$ cat src/rtl/memoria_seq_ctrl.sv
// memoria_seq_ctrl: sequence RAM controller for the memory game (append, playback, check).
// Define TIMEOUT_EN to add a player-move timeout while waiting in CHK_WAIT.
module memoria_seq_ctrl #(
    parameter int HOLD_CYCLES    = 4,
    parameter int TIMEOUT_CYCLES = 1000
) (
    input  logic       clock,
    input  logic       reset,
    input  logic       clear,
    input  logic       cmd_append,
    input  logic [3:0] append_data,
    input  logic       cmd_play,
    input  logic       cmd_check,
    input  logic [3:0] jogada,
    input  logic       jogada_valid,
    output logic       busy,
    output logic [4:0] length,
    output logic       full,
    output logic [3:0] play_data,
    output logic       play_valid,
    output logic       fim_sequencia,
    output logic       acertou,
    output logic       errou,
    output logic       err_full,
    output logic       timeout,
    output logic       ram_we,
    output logic [3:0] ram_addr,
    output logic [3:0] ram_data,
    input  logic [3:0] ram_q
);
    typedef enum logic [2:0] {IDLE, APPEND, PLAY_RD, PLAY_SHOW, CHK_WAIT, CHK_RD, CHK_CMP} state_t;
    localparam int HW = HOLD_CYCLES > 1 ? $clog2(HOLD_CYCLES) : 1;
    state_t state;
    logic [3:0] idx, data_r, move_r, show_r;
    logic [HW-1:0] hold;
    logic last, tmo;
    assign last = {1'b0, idx} == length - 5'd1;
    assign busy = state != IDLE;
    assign full = length == 5'd16;
    assign play_valid = state == PLAY_SHOW;
    // ram_q only becomes valid in the first PLAY_SHOW cycle, so forward it until captured
    assign play_data = (play_valid && hold == '0) ? ram_q : show_r;
    assign ram_we = state == APPEND;
    assign ram_addr = ram_we ? length[3:0] : idx;
    assign ram_data = data_r;
`ifdef TIMEOUT_EN
    localparam int TW = $clog2(TIMEOUT_CYCLES + 1);
    logic [TW-1:0] tcnt;
    assign tmo = tcnt == TW'(TIMEOUT_CYCLES - 1);
    always_ff @(posedge clock)
        tcnt <= (reset || state != CHK_WAIT) ? '0 : tcnt + TW'(1);
`else
    assign tmo = 1'b0;
`endif
    always_ff @(posedge clock) begin
        if (reset) begin
            state <= IDLE;
            length <= '0;
            idx <= '0;
            hold <= '0;
            data_r <= '0;
            move_r <= '0;
            show_r <= '0;
            fim_sequencia <= 1'b0;
            acertou <= 1'b0;
            errou <= 1'b0;
            err_full <= 1'b0;
            timeout <= 1'b0;
        end else begin
            fim_sequencia <= 1'b0;
            acertou <= 1'b0;
            errou <= 1'b0;
            err_full <= 1'b0;
            timeout <= 1'b0;
            case (state)
                IDLE:
                    if (clear) length <= '0;
                    else if (cmd_append) begin
                        if (full) err_full <= 1'b1;
                        else begin
                            data_r <= append_data;
                            state <= APPEND;
                        end
                    end else if (cmd_play) begin
                        idx <= '0;
                        if (length == '0) fim_sequencia <= 1'b1;
                        else state <= PLAY_RD;
                    end else if (cmd_check) begin
                        idx <= '0;
                        if (length == '0) acertou <= 1'b1;
                        else state <= CHK_WAIT;
                    end
                APPEND: begin
                    length <= length + 5'd1;
                    state <= IDLE;
                end
                PLAY_RD: begin
                    hold <= '0;
                    state <= PLAY_SHOW;
                end
                PLAY_SHOW: begin
                    if (hold == '0) show_r <= ram_q;
                    if (hold == HW'(HOLD_CYCLES - 1)) begin
                        if (last) begin
                            fim_sequencia <= 1'b1;
                            state <= IDLE;
                        end else begin
                            idx <= idx + 4'd1;
                            state <= PLAY_RD;
                        end
                    end else hold <= hold + HW'(1);
                end
                CHK_WAIT:
                    if (jogada_valid) begin
                        move_r <= jogada;
                        state <= CHK_RD;
                    end else if (tmo) begin
                        timeout <= 1'b1;
                        state <= IDLE;
                    end
                CHK_RD: state <= CHK_CMP;
                CHK_CMP:
                    if (ram_q != move_r) begin
                        errou <= 1'b1;
                        state <= IDLE;
                    end else if (last) begin
                        acertou <= 1'b1;
                        state <= IDLE;
                    end else begin
                        idx <= idx + 4'd1;
                        state <= CHK_WAIT;
                    end
                default: state <= IDLE;
            endcase
        end
    end
endmodule

$ cat config.mk
export PLATFORM = sky130hd
export DESIGN_NAME = memoria_seq_ctrl
export DESIGN_NICKNAME = d
export VERILOG_FILES = /design/src/rtl/memoria_seq_ctrl.sv
export SDC_FILE = /design/constraint.sdc
export NUM_CORES = 1
export LEC_CHECK = 0
export ABC_AREA = 1
export BUFFER_PORTS_ARGS = -buffer_cell sky130_fd_sc_hd__buf_4
export CAP_MARGIN = 10
export CORE_MARGIN = 2
export CORE_UTILIZATION = 50
export DETAILED_ROUTE_END_ITERATION = 12
export PLACE_DENSITY = 0.76
export SLEW_MARGIN = 20
export SYNTH_ARGS = -nofsm -noshare
export SYNTH_HDL_FRONTEND = slang
export SYNTH_SLANG_ARGS = --single-unit
export TNS_END_PERCENT = 100
$ cat constraint.sdc
create_clock -name clock -period 5.2 [get_ports clock]
set_input_delay 0.52 -clock clock [delete_from_list [all_inputs] [get_ports clock]]
set_output_delay 0.52 -clock clock [all_outputs]
set_load 0.005 [all_outputs]
==> results_dict.tcl <==
set metrics [dict create \
    min_period_ns 2.34 \
    tritoncts "done" \
    synth_common_cells "nand2_1, inv_1, nor2_1" \
    gp_congestion 0.859 \
    overflow 0 \
    hold_path.class "input pin to flip-flop" \
    vdd_ir_drop_max_mv 0.120 \
    synthArstFlopShare 0 \
    clockBufferDepth 2 \
    htreeDepth 2 \
    ant_nets 0 \
    first_pass_iters 4 \
    max_freq_mhz 427 \
    grt_max_degree 24 \
    yosysMostFrequentCell "nand2_1" \
    maxCapViolations 0 \
    grt_pass1_vias 1638 \
    antenna_found_initial 0 \
    synth_area_leaders "dfxtp_1, nand2_1, inv_1, nor2_1, a21oi_1" \
    synth_top_area_share 0.328 \
    insertion_delay_ns 0.33 \
    status "finished, final reports clean" \
    multi_input_area_sq_mm 0.00101 \
    syn_inst 287 \
    hold_path_end "ram_data[3]" \
    cp_max_fo 12 \
    io_pins 45 \
    worstReg2RegStart "length[0]" \
    synth_nets 311 \
    track_usage 0.216 \
    synth_edf_count 0 \
    synthToLayoutAreaGrowth_pct 22.7 \
    skew_ns 0.0139 \
    drt_iter0_drc 136 \
    synth_cell_types 32 \
    end_kind "primary output" \
    rsz0062_at_grt "no" \
    cts_buffers 5 \
    drc 0 \
    instances_no_fill 379 \
    seq_area_frac_synth 0.328 \
    vias 1821 \
    cts_sinks 30 \
    nNetsFinal 356 \
    hold_buffers 0 \
    min_from "append_data[3]" \
    core_sq_mm 0.00342 \
    mappedNetlistArea_sq_mm 0.00183 \
    clk_pin_slew_ns 0.09 \
    ys.flop_type "dfxtp_1" \
    cp_data_arrival_time_ns 1.82 \
    io_buffers 43 \
    drv_slew 0 \
    ys.warnings.count 0 \
    grt_pass1_wl_um 7090 \
    dp_hpwl_um 3120 \
    post-route-period-util 0.450 \
    cts_setup_buffers 0 \
    start_util 0.536 \
    avgSynthCellArea_sq_um 6.37 \
    totalWireLength_um 4000 \
    layout-drive-gt1-share 0.225 \
    wl_per_cell_um 10.5 \
    setup_viol 0 \
    yosysTopAreaCell "dfxtp_1" \
    std_cell_rows 21 \
    synth-seq-cells 30 \
    hold_viol 0 \
    leakage_nw 1.08 \
    r2r-end "idx[0]" \
    hold_depth 3 \
    fillers 349 \
    cts_root_buf "clkbuf_4" \
    diodes 0 \
    ff2ff_setup_slack_ns 3.30 \
    critical_path_class "flip-flop to primary output" \
    dieArea_sq_mm 0.00416 \
    p_per_area_mw_per_mm2 228 \
    chipHeight_um 64.5 \
    fin_setup_tns_ns 0 \
    postCtsResizedCells 0 \
    critical_path_required_ns 4.68 \
    die_w_um 64.5 \
    placedCellCount 371 \
    r2r_cells 12 \
    worst_setup_path_start_kind "flip-flop" \
    register_area_sq_um 601 \
    routed_via_density 4.80 \
]
==> kinds of logic after synthesis <==
kind of cell | count (synthesis) | synth area share
adder cells (fa/ha/maj) | 5 | 0.0342
flip-flops | 30 | 0.328
buffers and inverters | 55 | 0.118
AO/OA/AOI/OAI | 46 | 0.140
other | 1 | 0.00205
XOR/XNOR | 2 | 0.00958
AND/OR/NAND/NOR | 148 | 0.367
==> placed cells by master, fill, tap and decap left out, drive strengths merged <==
cell type / instances
and3: 1
clkinv: 1
conb: 1
inv: 49
o31ai: 1
nand2: 74
clkbuf: 7
xor2: 1
xnor2: 1
or2: 6
buf: 44
nor3: 5
nand3: 19
nand4: 3
ha: 5
a21oi: 24
nor2: 40
dfxtp: 30
a221oi: 1
o21ai: 15
a211oi: 5
==> how the worst max path moves through the flow <==
stage,startpoint,end,slack (ns),depth (start not counted)
finish,state[1],play_data[2],2.86,8
global route,state[1],play_data[2],2.69,8
CTS,state[1],play_data[2],2.86,8
detailed placement,state[1],play_data[2],3.23,8
global placement,state[1],play_data[0],3.29,8
floorplan,length[0],idx[0],3.51,12
==> final cells by class <==
| class | instances | area share |
|---|---|---|
| Sequential cell | 30 | 0.268 |
| Timing Repair Buffer | 44 | 0.147 |
| Tap cell | 46 | 0.0256 |
| Clock buffer | 7 | 0.0245 |
| Inverter | 49 | 0.0819 |
| Clock inverter | 1 | 0.00223 |
| Multi-Input combinational cell | 202 | 0.451 |
==> critical path, stage by stage, from the launching register on <==
cell,delay [ns]
dfxtp_1,0.41
nand2_1,0.11
nor2_4,0.17
nand2_1,0.10
inv_1,0.26
or2_2,0.17
inv_1,0.04
a21oi_1,0.11
buf_4,0.12
==> state kept, by name, summed over array words and instances (netlist names) <==
| name | flops |
|---|---|
| errou | 1 |
| fim_sequencia | 1 |
| state | 3 |
| ram_data | 4 |
| idx | 4 |
| acertou | 1 |
| move_r | 4 |
| length | 5 |
| show_r | 4 |
| err_full | 1 |
| hold | 2 |
==> routing by layer <==
metal  GRT usage  wire length, um  vias up
met5           0                0        -
met2       0.337             1730       36
met3      0.0538              224        4
li1            -                -      994
met4      0.0638               40        0
met1       0.295             2000      787
==> power by group <==
| group | total (mW) | switching, mW | internal, mW |
|---|---|---|---|
| sequential | 0.249 | 0.00955 | 0.240 |
| combinational | 0.119 | 0.0678 | 0.0512 |
| clock | 0.144 | 0.0782 | 0.0655 |
| total | 0.512 | 0.156 | 0.356 |
==> per-stage QoR <==
stage | worst slack, ns | total power, mW | utilization | cell area (sq um) | hold WS, ns
global route | 2.69 | 0.547 | 0.657 | 2240 | 0.405
finish | 2.86 | 0.512 | 0.657 | 2240 | 0.415
floorplan | 3.51 | 0.330 | - | 1830 | 0.443
detailed placement | 3.23 | 0.373 | 0.640 | 2180 | 0.462
global placement | 3.29 | 0.372 | 0.640 | 2180 | 0.455
CTS | 2.86 | 0.517 | 0.657 | 2240 | 0.412
Note: power is estimated with default switching activity, not from simulation.
